==> config.mk <==
export PLATFORM = sky130hd
export DESIGN_NAME = multicycle_control_unit
export DESIGN_NICKNAME = d
export VERILOG_FILES = /design/src/rtl/riscv_ctrl_pkg.sv /design/src/rtl/multicycle_control_unit_alu_decoder.sv /design/src/rtl/multicycle_control_unit.sv
export SDC_FILE = /design/constraint.sdc
export NUM_CORES = 1
export LEC_CHECK = 0
export CORE_MARGIN = 5
export CORE_UTILIZATION = 36
export DETAILED_ROUTE_END_ITERATION = 10
export GPL_ROUTABILITY_DRIVEN = 0
export HOLD_SLACK_MARGIN = 0.1
export PLACE_DENSITY = 0.8
export SETUP_SLACK_MARGIN = 0.2
export SYNTH_ARGS = -nofsm -noshare
export SYNTH_HDL_FRONTEND = slang
export SYNTH_SLANG_ARGS = --single-unit
==> constraint.sdc <==
create_clock -name clk -period 2.3 [get_ports clk]
set_input_delay 0.575 -clock clk [delete_from_list [all_inputs] [get_ports clk]]
set_output_delay 0.575 -clock clk [all_outputs]
set_load 0.02 [all_outputs]
==> src/rtl/riscv_ctrl_pkg.sv <==
// Shared types for the multi-cycle RV32I control unit: FSM states, opcodes, mux selects and ALU codes.
package riscv_ctrl_pkg;

   typedef enum logic [3:0] {
      S_FETCH, S_DECODE, S_MEMADR, S_MEMREAD, S_MEMWB, S_MEMWRITE, S_EXECR, S_EXECI,
      S_ALUWB, S_BRANCH, S_JAL, S_JALR, S_LINKWB, S_LUI, S_AUIPC, S_TRAP
   } state_t;

   localparam logic [6:0] OP_LOAD   = 7'b0000011;
   localparam logic [6:0] OP_STORE  = 7'b0100011;
   localparam logic [6:0] OP_R      = 7'b0110011;
   localparam logic [6:0] OP_I      = 7'b0010011;
   localparam logic [6:0] OP_BRANCH = 7'b1100011;
   localparam logic [6:0] OP_JAL    = 7'b1101111;
   localparam logic [6:0] OP_JALR   = 7'b1100111;
   localparam logic [6:0] OP_LUI    = 7'b0110111;
   localparam logic [6:0] OP_AUIPC  = 7'b0010111;

   typedef enum logic [3:0] {
      ALU_ADD, ALU_SUB, ALU_AND, ALU_OR, ALU_XOR, ALU_SLT, ALU_SLTU, ALU_SLL, ALU_SRL, ALU_SRA
   } alu_ctrl_t;

   typedef enum logic [2:0] {IMM_I, IMM_S, IMM_B, IMM_J, IMM_U} imm_src_t;
   typedef enum logic [1:0] {ALUOP_ADD, ALUOP_SUB, ALUOP_FUNCT} alu_op_t;
   typedef enum logic [1:0] {SRCA_PC, SRCA_OLDPC, SRCA_RS1, SRCA_ZERO} src_a_t;
   typedef enum logic [1:0] {SRCB_RS2, SRCB_IMM, SRCB_FOUR} src_b_t;
   typedef enum logic [1:0] {RES_ALUOUT, RES_RDATA, RES_ALU} result_src_t;

   function automatic imm_src_t imm_src_of(input logic [6:0] op);
      case (op)
         OP_STORE:         return IMM_S;
         OP_BRANCH:        return IMM_B;
         OP_JAL:           return IMM_J;
         OP_LUI, OP_AUIPC: return IMM_U;
         default:          return IMM_I;
      endcase
   endfunction

endpackage

==> src/rtl/multicycle_control_unit_alu_decoder.sv <==
// Combinational ALU control decode from the FSM's ALUop and the instruction funct fields.
module alu_decoder
   import riscv_ctrl_pkg::*;
(
   input  alu_op_t     i_alu_op,
   input  logic [2:0]  i_funct3,
   input  logic        i_bit30,
   input  logic        i_op5,
   output alu_ctrl_t   o_alu_ctrl
);

   always_comb begin
      o_alu_ctrl = ALU_ADD;
      case (i_alu_op)
         ALUOP_SUB: o_alu_ctrl = ALU_SUB;
         ALUOP_FUNCT: begin
            case (i_funct3)
               // bit 30 means SUB only for register ops; in OP-IMM it is an immediate bit
               3'b000:  o_alu_ctrl = (i_op5 && i_bit30) ? ALU_SUB : ALU_ADD;
               3'b001:  o_alu_ctrl = ALU_SLL;
               3'b010:  o_alu_ctrl = ALU_SLT;
               3'b011:  o_alu_ctrl = ALU_SLTU;
               3'b100:  o_alu_ctrl = ALU_XOR;
               3'b101:  o_alu_ctrl = i_bit30 ? ALU_SRA : ALU_SRL;
               3'b110:  o_alu_ctrl = ALU_OR;
               default: o_alu_ctrl = ALU_AND;
            endcase
         end
         default: o_alu_ctrl = ALU_ADD;
      endcase
   end

endmodule

==> src/rtl/multicycle_control_unit.sv <==
// Multi-cycle RV32I control FSM sequencing fetch/decode/execute/writeback over one memory port.
module multicycle_control_unit
   import riscv_ctrl_pkg::*;
#(
   parameter int DATA_WIDTH     = 32,
   parameter int ALU_CTRL_WIDTH = 4,
   parameter int IMM_SRC_WIDTH  = 3
) (
   input  logic                      clk,
   input  logic                      rst_n,
   input  logic [DATA_WIDTH-1:0]     instr,
   input  logic                      EQ,
   input  logic                      LT,
   input  logic                      LTU,
   input  logic                      mem_ready,
   output logic                      mem_req,
   output logic                      AdrSrc,
   output logic                      IRWrite,
   output logic                      PCWrite,
   output logic                      MemWrite,
   output logic                      RegWrite,
   output logic [1:0]                ResultSrc,
   output logic [1:0]                ALUsrcA,
   output logic [1:0]                ALUsrcB,
   output logic [IMM_SRC_WIDTH-1:0]  ImmSrc,
   output logic [ALU_CTRL_WIDTH-1:0] ALUctrl,
   output logic                      illegal
);

   if (ALU_CTRL_WIDTH < 4 || IMM_SRC_WIDTH < 3) begin : g_bad_width
      $error("ALU_CTRL_WIDTH must be >= 4 and IMM_SRC_WIDTH >= 3");
   end

   state_t      r_state, w_next;
   logic        r_illegal;
   logic [6:0]  w_op;
   logic [2:0]  w_f3;
   logic        w_taken, w_br_bad;
   alu_op_t     w_alu_op;
   alu_ctrl_t   w_alu_ctrl;
   src_a_t      w_src_a;
   src_b_t      w_src_b;
   result_src_t w_res;
   logic        w_req, w_adr, w_irw, w_pcw, w_mw, w_rw;
   logic        w_unused;

   assign w_op     = instr[6:0];
   assign w_f3     = instr[14:12];
   assign w_unused = &{1'b0, instr[DATA_WIDTH-1:31], instr[29:15], instr[11:7]};

   always_comb begin
      w_taken  = 1'b0;
      w_br_bad = 1'b0;
      case (w_f3)
         3'b000:  w_taken = EQ;
         3'b001:  w_taken = !EQ;
         3'b100:  w_taken = LT;
         3'b101:  w_taken = !LT;
         3'b110:  w_taken = LTU;
         3'b111:  w_taken = !LTU;
         default: w_br_bad = 1'b1;
      endcase
   end

   alu_decoder u_alu_dec (
      .i_alu_op   (w_alu_op),
      .i_funct3   (w_f3),
      .i_bit30    (instr[30]),
      .i_op5      (w_op[5]),
      .o_alu_ctrl (w_alu_ctrl)
   );

   always_ff @(posedge clk or negedge rst_n) begin
      if (!rst_n) begin
         r_state   <= S_FETCH;
         r_illegal <= 1'b0;
      end else begin
         r_state <= w_next;
         if (r_state == S_TRAP || (r_state == S_BRANCH && w_br_bad)) r_illegal <= 1'b1;
      end
   end

   always_comb begin
      w_next   = r_state;
      w_alu_op = ALUOP_ADD;
      w_src_a  = SRCA_PC;
      w_src_b  = SRCB_RS2;
      w_res    = RES_ALUOUT;
      w_req    = 1'b0;
      w_adr    = 1'b0;
      w_irw    = 1'b0;
      w_pcw    = 1'b0;
      w_mw     = 1'b0;
      w_rw     = 1'b0;
      case (r_state)
         S_FETCH: begin
            w_req   = 1'b1;
            w_src_b = SRCB_FOUR;
            w_res   = RES_ALU;
            w_irw   = mem_ready;
            w_pcw   = mem_ready;
            if (mem_ready) w_next = S_DECODE;
         end
         S_DECODE: begin
            w_src_a = SRCA_OLDPC;
            w_src_b = SRCB_IMM;
            case (w_op)
               OP_LOAD, OP_STORE: w_next = S_MEMADR;
               OP_R:              w_next = S_EXECR;
               OP_I:              w_next = S_EXECI;
               OP_BRANCH:         w_next = S_BRANCH;
               OP_JAL:            w_next = S_JAL;
               OP_JALR:           w_next = S_JALR;
               OP_LUI:            w_next = S_LUI;
               OP_AUIPC:          w_next = S_AUIPC;
               default:           w_next = S_TRAP;
            endcase
         end
         S_MEMADR: begin
            w_src_a = SRCA_RS1;
            w_src_b = SRCB_IMM;
            w_next  = (w_op == OP_LOAD) ? S_MEMREAD : S_MEMWRITE;
         end
         S_MEMREAD: begin
            w_req = 1'b1;
            w_adr = 1'b1;
            if (mem_ready) w_next = S_MEMWB;
         end
         S_MEMWB: begin
            w_res  = RES_RDATA;
            w_rw   = 1'b1;
            w_next = S_FETCH;
         end
         S_MEMWRITE: begin
            w_req = 1'b1;
            w_adr = 1'b1;
            w_mw  = 1'b1;
            if (mem_ready) w_next = S_FETCH;
         end
         S_EXECR, S_EXECI: begin
            w_alu_op = ALUOP_FUNCT;
            w_src_a  = SRCA_RS1;
            w_src_b  = (r_state == S_EXECI) ? SRCB_IMM : SRCB_RS2;
            w_next   = S_ALUWB;
         end
         S_ALUWB: begin
            w_rw   = 1'b1;
            w_next = S_FETCH;
         end
         S_BRANCH: begin
            w_alu_op = ALUOP_SUB;
            w_src_a  = SRCA_RS1;
            w_pcw    = w_taken;
            w_next   = S_FETCH;
         end
         S_JAL: begin
            w_src_a = SRCA_OLDPC;
            w_src_b = SRCB_FOUR;
            w_pcw   = 1'b1;
            w_next  = S_ALUWB;
         end
         S_JALR: begin
            w_src_a = SRCA_RS1;
            w_src_b = SRCB_IMM;
            w_res   = RES_ALU;
            w_pcw   = 1'b1;
            w_next  = S_LINKWB;
         end
         S_LINKWB: begin
            w_src_a = SRCA_OLDPC;
            w_src_b = SRCB_FOUR;
            w_res   = RES_ALU;
            w_rw    = 1'b1;
            w_next  = S_FETCH;
         end
         S_LUI, S_AUIPC: begin
            w_src_a = (r_state == S_LUI) ? SRCA_ZERO : SRCA_OLDPC;
            w_src_b = SRCB_IMM;
            w_next  = S_ALUWB;
         end
         default: w_next = S_TRAP;
      endcase
   end

   // Reset gates every output combinationally so a mid-access abort is seen in the same cycle
   always_comb begin
      mem_req   = 1'b0;
      AdrSrc    = 1'b0;
      IRWrite   = 1'b0;
      PCWrite   = 1'b0;
      MemWrite  = 1'b0;
      RegWrite  = 1'b0;
      ResultSrc = '0;
      ALUsrcA   = '0;
      ALUsrcB   = '0;
      ImmSrc    = '0;
      ALUctrl   = '0;
      if (rst_n) begin
         mem_req   = w_req;
         AdrSrc    = w_adr;
         IRWrite   = w_irw;
         PCWrite   = w_pcw;
         MemWrite  = w_mw;
         RegWrite  = w_rw;
         ResultSrc = w_res;
         ALUsrcA   = w_src_a;
         ALUsrcB   = w_src_b;
         ImmSrc    = IMM_SRC_WIDTH'(imm_src_of(w_op));
         ALUctrl   = ALU_CTRL_WIDTH'(w_alu_ctrl);
      end
   end

   assign illegal = r_illegal;

endmodule

; Yosys cells after proc, flatten, opt, wreduce, memory -nomap -nowiden
; Cells that the tools add are included.
; W data, S select, Z words.
[word_totals]
ff_bits = 5
latch_bits = 0
ram_bits = 0
rom_bits = 0
inputBits = 38
output_inout_bits = 20
wordCells = 99
n_memories = 0
[classes]
addsub = 0
multipliers = 0
div_mod_pow = 0
magnitude_cmp = 0
n_eq_ne = 36
shifts = 0
muxes = 36
n_bitwise = 0
n_reduce_logical = 25
[ops]
columns = op, n
row1 = $pmux W4 S8, 2
row2 = $eq A4 B4 Y1 const B, 8
row3 = $pmux W4 S7, 1
row4 = $eq A7 B6 Y1 const B, 3
row5 = $eq A7 B7 Y1 const B, 3
row6 = $eq A4 B3 Y1 const B, 4
row7 = $mux W4, 4
row8 = $mux W1, 15
row9 = $reduce_or A3 Y1, 5
row10 = $reduce_or A5 Y1, 3
row11 = $eq A7 B5 Y1 const B, 2
row12 = $eq A3 B3 Y1 const B, 4
row13 = $pmux W2 S3, 2
row14 = $pmux W3 S4, 1
row15 = $reduce_or A2 Y1, 6
row16 = $eq A4 B2 Y1 const B, 2
row17 = $mux W2, 4
row18 = $pmux W2 S2, 2
row19 = $pmux W4 S2, 1
row20 = $eq A7 B2 Y1 const B, 1
row21 = $eq A3 B2 Y1 const B, 2
row22 = $mux W3, 2
row23 = $ne A2 B2 Y1 const B, 3
row24 = $pmux W1 S6, 1
row25 = other kinds (13), 16

; Longest topological paths before layout
; Gate-level depths: netlist of run 1.
[logic_depth]
depth_word = 6
mapped_depth = 8
ltp_nobuf = 7

; Hierarchy
; A second synthesis of run 1 with hierarchy kept.
[hier_totals]
cells_unflattened = 143
hier_area_um2 = 1003.5
[modules_own_cells]
columns = mod, instances, cells_each, area_each_um2, seq_area_each_um2
row1 = multicycle_control_unit, 1, 124, 882.1, 125.1
row2 = alu_decoder, 1, 19, 121.4, 0.0

; Worst setup path after synthesis of run 1
; No wires, ideal clock.
[synth_timing]
path_kind = register -> output
from = reg r_state[0]
to = out ALUctrl[3]
t_arrival_ns = 2.052
required_ns = 1.725
setup_slack_ns = -0.327
stages_incl_launch_ff = 7
path_buffers = 1
path_cell_list = dfrtp_1 buf_1 inv_2 nor2_1 nand3b_1 ha_1 nor4_1
[synth_via]
elab_chain_len = 6
word_cells_on_any_way = 9
classes_between = eq/ne (5) / mux (3) / reduce/logical (1)
[synth_lines]
columns = item, line_no
row1 = from (decl), multicycle_control_unit.sv:34  ; state_t r_state, w_next;
row2 = from (signal assigned), multicycle_control_unit.sv:78  ; r_state <= w_next;
row3 = $eq A4 B3 Y1, multicycle_control_unit.sv:95  ; case (r_state)
row4 = $reduce_or A2 Y1, multicycle_control_unit.sv:95
row5 = $pmux W2 S2 *, multicycle_control_unit.sv:95
row6 = $eq A2 B2 Y1 or $eq A2 B1 Y1 (tied branches), multicycle_control_unit_alu_decoder.sv:14  ; case (i_alu_op)
row7 = $pmux W4 S2 *, multicycle_control_unit_alu_decoder.sv:14
row8 = $mux W4 *, multicycle_control_unit.sv:198  ; if (rst_n) begin
row9 = to (decl), multicycle_control_unit.sv:26  ; output logic [ALU_CTRL_WIDTH-1:0] ALUctrl,
; Every way passes the cells marked *; elsewhere a longest branch is shown, timed or not.

; Final worst setup path of run 1
[layout_timing]
from = reg r_state[1]
to = out ALUctrl[0]
; The elaborated chain is that of the path after synthesis.

==> qor.csv, run 1 <==
stage,metric,value,unit
power_and_ir_drop,swShare,48.6,%
power_and_ir_drop,power.density,885,mW/mm^2
timing,relSlewSlack,79.1,%
critical_path,worst_setup_path_start_kind,register,
drt,num_vias,1264,
power_and_ir_drop,p_switching,0.761,mW
clock_tree,clock-sinks,5,
power_and_ir_drop,ir_drop,0.613,mV
clock_tree,clock_latency,250,ps
floorplanning,initial_core_util,36.9,%
yosys,synth_area_leaders,"dfrtp_1 (14%), nand2_1 (5.8%), a21oi_1 (5.0%)",
global_routing,grt_overflow,0,
clock_tree,cts_root_buf,clkbuf_4,
layout,drive_gt1_share,48.3,%
power_and_ir_drop,power_leakage,0.798,nW
power_and_ir_drop,intPower,0.806,mW
yosys,synth_edf_count,0,
layout,fin_nets,242,
place,dp_hpwl,2.35,mm
timing,max_slew.worst_pin.slew,309,ps
floorplanning,design.core.area,0.00243,sq mm
critical_path,r2r_slack,490,ps
yosys,syn_inst,133,
timing,fin_crit_sh,96.4,%
critical_path,worst-r2r-cell-count,7,
place,dpl_cell_area,0.00156,sq mm
drt,drt-initial-drc-count,54,
yosys,ys_seq_elements,5,
yosys,avgSynthCellArea,6.75,sq um
run_status,outcome,completed,
drt,drt_first_pass_iters,4,
place,portBuffers,36,
critical_path,path_max_fanout,4,
yosys,ys_seq_area_share,13.9,%
clock_tree,clk_pin_slew,50,ps
global_routing,grt-busiest-layer,met2,
floorplanning,rows,18,
drt,ant_nets,0,
global_routing,grt_max_degree,17,
critical_path,crit_required,1730,ps
clock_tree,cts_buffers,3,
critical_path,worst_r2r_startpoint,r_state[3]$_DFFE_PN0P_,
power_and_ir_drop,p_seq_share,9.5,%
layout,syn2layout_area_growth,97.1,%
layout,fin_area,0.00177,sq mm
drt,vias_per_cell,5.47,
timing,rsz0062_at_grt,true,
global_routing,grtUsageMet1,20.5,%
layout,diodes,0,
drt,drc,0,
global_routing,grt_pass1_wl,5.21,mm
clock_tree,cts_max_level,1,
timing,slew_viol_final,0,
timing,max_clock_freq,451,MHz
floorplanning,ios,58,
layout,final_common_cell,buf_4,
timing,worst_clock_skew,6.31,ps
yosys,yosys.area.top_type,dfrtp_1,
flow_run,drv_cap,0,
yosys,synthFlopType,dfrtp_1,
power_and_ir_drop,clkPwrFrac,6.5,%
global_routing,grt_pass1_vias,1226,
global_routing,antenna_found_initial,0,
critical_path,r2r_end,r_state[2]$_DFFE_PN0P_,
global_routing,grt.met2_usage,36.0,%
drt,wire_per_inst,14.7,microns
yosys,synth_cell_types,45,
yosys,synth_top_area_share,13.9,%
clock_tree,clockBufferDepth,2,
yosys,ys.warnings.count,0,
yosys,synthesis.area,898,sq um
global_routing,grt_use_total,18.6,%
timing,hold_viol_final,0,
timing,finalSetupViolCount,0,
floorplanning,dieArea,0.00359,sq mm
critical_path,cp.arrival,1640,ps
yosys,synth_nets,173,
clock_tree,cts_tree,built,
clock_tree,cts_hold_buf,0,
drt,wl,3.39,mm
layout,final_cell_mix,"buf_4 (39), buf_6 (13), nand2_1 (12), dlygate4sd2_1 (7), clkdlybuf4s15_1 (7)",
critical_path,worstSetupEndpointType,output port,
timing,fin_crit,2220,ps
floorplanning,die_y,60.0,microns
critical_path,path_class,register to output port,
layout,fin_util,72.8,%
power_and_ir_drop,pwr-share-comb,83.9,%
global_routing,grtUsageMet3,3.89,%
yosys,async_flop_share,100,%
floorplanning,die_w,60.0,microns
hold_path,hold_class,input port to asynchronous set/reset pin,
## how the worst max path moves through the flow
stage                                 from         end  slack, ps  cells past startpoint
floorplan           r_state[2]$_DFFE_PN0P_  ALUctrl[3]        190                      6
global placement                 instr[14]  ALUctrl[0]       -640                      6
detailed placement               instr[13]     PCWrite       -690                      6
CTS                 r_state[2]$_DFFE_PN0P_  ALUctrl[3]        110                      6
global route        r_state[1]$_DFFE_PN0P_  ALUctrl[0]          3                      7
finish              r_state[1]$_DFFE_PN0P_  ALUctrl[0]         80                      5
## sequential cells by signal (all words and copies together) (netlist names)
register / flops
illegal: 1
r_state: 4
## power by group through the flow
| stage | sequential, mW | clock (mW) | combinational [mW] |
|---|---|---|---|
| final | 0.149 | 0.103 | 1.32 |
| after global routing | 0.152 | 0.117 | 1.40 |
| after CTS | 0.142 | 0.106 | 1.11 |
| after detailed placement | 0.140 | 0 | 1.05 |
| after global placement | 0.138 | 0 | 1.03 |
| after floorplan | 0.131 | 0 | 0.627 |
## worst max-delay path, cell delays in order (launching register included)
cell and delay, ps:
dfrtp_1 410, nor2_2 150, nand3b_1 170, ha_4 310, nor3b_4 200, buf_6 140
## area by class of cell
type	count	area, sq um
Fill cell	200	662
Clock inverter	1	5.00
Tap cell	30	37.5
Inverter	4	15.0
Multi-Input combinational cell	113	922
Timing Repair Buffer	75	643
Sequential cell	5	125
Clock buffer	3	22.5
## stage by stage
stage | setup slack, ps | std cells | power [mW] | setup TNS (ps) | hold slack, ps
finish | 83.5 | 231 | 1.57 | 0 | 348
global route | 2.55 | 231 | 1.67 | 0 | 351
CTS | 113 | 229 | 1.36 | 0 | 453
detailed placement | -693 | 221 | 1.19 | -8850 | 464
global placement | -635 | 221 | 1.17 | -8460 | 465
floorplan | 188 | 133 | 0.758 | 0 | 279
## cell usage after synthesis (all sizes together) (2+ instances only)
cell,instances
nor4b,3
ha,2
inv,4
nor3b,3
xnor2,2
nand3,4
dfrtp,5
nand2,14
nand3b,2
o21ai,5
a21boi,2
a31oi,3
nand2b,6
xor2,4
mux2i,4
clkbuf,10
nor2,11
and3,3
a21oi,9
nor2b,5
o2bb2ai,2
o22ai,2
nor4,2
and2,2
or3,2
nor3,6
## repair_timing
item                                    4_1_cts  5_1_grt
gates resized for setup                     136       31
setup buffers                                 4        2
pin swaps                                    19       16
endpoints found under the setup margin       21       19
## kinds of logic (layout without fill, tap and decap cells)
group                      count (synthesis)  after routing  synth area share, %
AOI/OAI and AO/OA                         33             33                 24.2
adders and majority gates                  2              2                 2.79
and+or+nand+nor                           68             68                 42.5
DFF                                        5              5                 13.9
xor gates and xnor gates                   6              6                 5.85
muxes                                      4              4                 4.46
buffers and inverters                     15             83                 6.27
## metal layers
| metal | vias up | part of all wire (%) |
|---|---|---|
| li1 | 619 | - |
| met1 | 607 | 40 |
| met2 | 36 | 56 |
| met3 | 2 | 4.2 |
| met4 | 0 | 0.41 |
| met5 | - | 0 |
(Power assumes the default switching activity.)
==> inputs of run 2 (changes only) <==
- CORE_ASPECT_RATIO: default -> 0.7
==> qor.csv, run 2 (synthesis results as in run 1) <==
stage,metric,value,unit
global_routing,grt_max_degree,18,
clock_tree,clockBufferDepth,2,
layout,fin_nets,243,
critical_path,crit_slowest_cell,dfrtp_1,
timing,worst_clock_skew,2.40,ps
clock_tree,cts_buffers,3,
flow_run,drv_cap,0,
floorplanning,initial_core_util,37.1,%
power_and_ir_drop,ir_drop,0.536,mV
drt,wl,4.24,mm
timing,slew_viol_final,0,
timing,max_slew.worst_pin.slew,276,ps
critical_path,worstSetupEndpointType,output port,
clock_tree,clk_pin_slew,50,ps
global_routing,grt_overflow,0,
layout,final_common_cell,buf_4,
drt,num_vias,1345,
clock_tree,cts_tree,built,
drt,wire_per_inst,18.0,microns
global_routing,grt_pass1_wl,6.73,mm
place,dp.cells,227,
clock_tree,cts_root_buf,clkbuf_4,
critical_path,path_max_fanout,3,
run_status,outcome,"finished, violations left",
layout,largest_reg_flops,4,
place,place_ws,-666,ps
drt,drt_first_pass_iters,4,
timing,relSlewSlack,81.1,%
layout,final_cell_mix,"buf_4 (34), buf_6 (15), nand2_1 (12), a21oi_1 (7), buf_2 (7)",
timing,max_clock_freq,430,MHz
floorplanning,ios,58,
power_and_ir_drop,power.density,927,mW/mm^2
drt,vias_per_cell,5.70,
clock_tree,clock_latency,270,ps
timing,fin_setup_tns,-25.0,ps
drt,drt-initial-drc-count,89,
timing,hold_viol_final,0,
floorplanning,rows,15,
timing,setup_slack,-25.0,ps
layout,syn2layout_area_growth,99.3,%
floorplanning,design.core.area,0.00242,sq mm
critical_path,cp_cell_sequence,buf_6 > nor2b_4 > and2_4 > ha_4 > nor4_4 > buf_4,
timing,fin_crit_sh,101,%
critical_path,path_class,register to output port,
critical_path,cpPeakStageDelay,410,ps
global_routing,antenna_found_initial,0,
layout,fin_util,74.0,%
global_routing,grt_use_total,23.4,%
timing,fin_crit,2320,ps
place,dp_hpwl,2.82,mm
place,portBuffers,36,
critical_path,cp.arrival,1750,ps
layout,finalNonFillerCells,236,
layout,drive_gt1_share,53.0,%
drt,drc,0,
critical_path,crit_required,1730,ps
layout,diodes,0,
global_routing,grt_pass1_vias,1406,
critical_path,r2r_slack,400,ps
power_and_ir_drop,power_leakage,0.803,nW
timing,finalSetupViolCount,1,
hold_path,hold_class,input port to asynchronous set/reset pin,
floorplanning,die_w,69.7,microns
clock_tree,cts_max_level,1,
floorplanning,die_y,51.8,microns
timing,rsz0062_at_grt,true,
layout,regMostFlops,r_state,
critical_path,worst_setup_path_start_kind,register,
clock_tree,clock-sinks,5,
run_status,failed_checks,negative setup slack,
floorplanning,dieArea,0.00361,sq mm
drt,ant_nets,0,
[run 2: per-layer routing]
metal	wire [microns]	global-route usage [%]
met5	0	0
met4	107	10.5
met3	331	4.83
met2	2080	39.2
met1	1730	29.3
[run 2: area by class of cell]
class,instances,area [sq um]
clock buffers,4,26.3
fillers,168,631
inverters,4,15.0
multi-input cells,113,945
flip-flops and latches,5,126
well taps,34,42.5
repair buffers,76,636
[run 2: stage by stage]
stage / instance area, sq um / total power [mW] / hold WS, ps
after CTS: 1700 / 1.45 / 459
after global placement: 1580 / 1.18 / 469
after detailed placement: 1580 / 1.23 / 489
final: 1790 / 1.66 / 462
after floorplan: 963 / 0.758 / 279
after global routing: 1790 / 1.76 / 477
[run 2: critical path, delay by kind of cell, from the launching register on]
family	cells	cell delay [ps]
fa+ha+maj	1	230
buf+inv	2	330
flops	1	410
simple gates	3	520
[run 2: worst paths after layout]
check                                               to  cells after the start                   start
min in group clk                   illegal$_DFFE_PN0P_                      1     illegal$_DFFE_PN0P_
worst min register to register     illegal$_DFFE_PN0P_                      1     illegal$_DFFE_PN0P_
worst max-delay path                        ALUctrl[3]                      6  r_state[3]$_DFFE_PN0P_
max in group asynchronous       r_state[2]$_DFFE_PN0P_                      2                   rst_n
worst max register to register  r_state[2]$_DFFE_PN0P_                      6  r_state[1]$_DFFE_PN0P_
worst min-delay path            r_state[3]$_DFFE_PN0P_                      2                   rst_n
[run 2: repair_timing]
action	4_1_cts	5_1_grt
endpoints found under the setup margin	20	20
resized for setup	145	35
hold buffers	0	0
buffers inserted	4	1
pin swaps	22	11
[run 2: report_power, final]
| group | switching [mW] | total [mW] | internal [mW] |
|---|---|---|---|
| logic | 0.731 | 1.39 | 0.655 |
| registers | 0.0358 | 0.156 | 0.120 |
| clock network | 0.0501 | 0.117 | 0.0665 |
==> inputs of run 3 (changes only) <==
- CTS_CLUSTER_SIZE: default -> 16
- REMOVE_ABC_BUFFERS: default -> 1
==> qor.csv, run 3 (synthesis results as in run 1) <==
stage,metric,value,unit
run_status,outcome,"finished, violations left",
timing,relSlewSlack,76.8,%
critical_path,path_class,register to output port,
global_routing,grt_max_degree,20,
global_routing,antenna_found_initial,0,
timing,rsz0062_at_grt,true,
timing,max_slew.worst_pin.slew,343,ps
critical_path,path_buf_inv,3,
clock_tree,cts_buffers,3,
layout,regMostFlops,r_state,
power_and_ir_drop,intPower,0.987,mW
floorplanning,design.core.area,0.00242,sq mm
global_routing,grt_pass1_vias,1260,
timing,slew_viol_final,0,
floorplanning,initial_core_util,37.1,%
drt,wl,4.96,mm
layout,drive_gt1_share,56.1,%
power_and_ir_drop,clkPwrFrac,5.1,%
floorplanning,rows,15,
drt,drc,0,
layout,fin_nets,253,
floorplanning,die_w,69.7,microns
clock_tree,clockBufferDepth,2,
global_routing,grtUsageMet3,1.93,%
hold_path,hold_class,input port to asynchronous set/reset pin,
power_and_ir_drop,p_switching,0.915,mW
clock_tree,cts_tree,built,
timing,fin_crit,2330,ps
timing,hold_viol_final,0,
floorplanning,dieArea,0.00361,sq mm
drt,vias_per_cell,6.02,
clock_tree,cts_root_buf,clkbuf_4,
layout,fin_util,78.4,%
layout,fillCellCount,143,
global_routing,grt_pass1_wl,6.04,mm
clock_tree,clock-sinks,5,
drt,num_vias,1481,
drt,drt-initial-drc-count,129,
place,dp_hpwl,2.44,mm
place,dpl_cell_area,0.00149,sq mm
power_and_ir_drop,power_leakage,0.852,nW
layout,final_common_cell,buf_4,
critical_path,path_max_fanout,10,
drt,wire_per_inst,20.2,microns
flow_run,drv_cap,0,
layout,fin_area,0.00190,sq mm
global_routing,grt_use_total,20.8,%
drt,ant_nets,0,
power_and_ir_drop,swShare,48.1,%
floorplanning,die_y,51.8,microns
layout,final_cell_mix,"buf_4 (48), nand2_1 (12), buf_6 (12)",
run_status,failed_checks,negative setup slack,
layout,largest_reg_flops,4,
place,portBuffers,36,
global_routing,grtUsageMet1,26.6,%
critical_path,crit_required,1730,ps
power_and_ir_drop,total_power,1.90,mW
clock_tree,cts_max_level,1,
power_and_ir_drop,p_seq_share,8.0,%
critical_path,cpPeakStageDelay,430,ps
clock_tree,clk_pin_slew,40,ps
critical_path,cp.arrival,1750,ps
timing,max_clock_freq,430,MHz
critical_path,crit_slowest_cell,dfrtp_2,
layout,syn2layout_area_growth,111,%
clock_tree,clock_latency,230,ps
critical_path,crit_family,buffers and inverters,
drt,drt_first_pass_iters,5,
layout,diodes,0,
critical_path,cp_cell_sequence,buf_4 > buf_12 > nor2_4 > nand3b_1 > a21o_1 > o31ai_1 > buf_2,
global_routing,grt_overflow,0,
timing,fin_setup_tns,-27.7,ps
critical_path,worst_setup_path_start_kind,register,
clock_tree,cts_hold_buf,0,
place,place_ws,-621,ps
timing,setup_slack,-27.7,ps
global_routing,grt-busiest-layer,met2,
timing,fin_crit_sh,101,%
power_and_ir_drop,power.density,1000,mW/mm^2
global_routing,grt.met2_usage,38.1,%
power_and_ir_drop,pwr-share-comb,86.9,%
power_and_ir_drop,ir_drop,0.636,mV
critical_path,worstSetupEndpointType,output port,
timing,finalSetupViolCount,1,
timing,worst_clock_skew,0.0856,ps
floorplanning,ios,58,
[run 3: power by group through the flow]
stage | logic, mW | clock network, mW | registers, mW
floorplan | 0.467 | 0 | 0.212
global placement | 0.957 | 0 | 0.142
detailed placement | 0.991 | 0 | 0.144
CTS | 1.09 | 0.103 | 0.149
global route | 1.72 | 0.108 | 0.152
finish | 1.65 | 0.0971 | 0.153
[run 3: final cells by class]
class / instances / area (sq um) / share of cell area (%)
clock buffers: 4 / 26.3 / 1.38
inverters: 4 / 17.5 / 0.923
multi-input cells: 113 / 930 / 49.0
flip-flops and latches: 5 / 126 / 6.66
well taps: 34 / 42.5 / 2.24
repair buffers: 86 / 756 / 39.8
[run 3: per-layer routing]
metal / vias up / routed length, microns
met5: - / 0
met4: 0 / 219
met3: 23 / 400
met2: 101 / 2320
met1: 712 / 2020
li1: 645 / -
[run 3: final timing paths]
path                                         from                endpoint  slack (ps)  cells after the start
min in group clk              illegal$_DFFE_PN0P_     illegal$_DFFE_PN0P_         480                      1
setup / recovery           r_state[1]$_DFFE_PN0P_                 PCWrite         -30                      7
hold / removal                              rst_n     illegal$_DFFE_PN0P_         460                      2
hold reg to reg               illegal$_DFFE_PN0P_     illegal$_DFFE_PN0P_         480                      1
setup reg to reg           r_state[1]$_DFFE_PN0P_  r_state[2]$_DFFE_PN0P_         300                      7
max in group asynchronous                   rst_n  r_state[1]$_DFFE_PN0P_        1620                      3
[run 3: per-stage QoR]
step | hold WS, ps | instances
2_1_floorplan | 279 | 122
3_3_place_gp | 468 | 222
3_5_place_dp | 469 | 222
4_1_cts | 405 | 235
5_1_grt | 444 | 246
6_report | 458 | 246
[run 3: worst reg2reg max path: stages, from the launching register on]
cell and delay, ps:
dfrtp_2 430, buf_4 160, buf_12 150, buf_4 150, or3_1 400, o22ai_2 220, a311oi_4 60, o32ai_2 320
[run 3: repair_timing]
item / 4_1_cts / 5_1_grt
cloned: 0 / 2
resized for setup: 132 / 69
endpoints found under the setup margin: 20 / 19
pin swaps: 20 / 19
setup buffers: 9 / 9
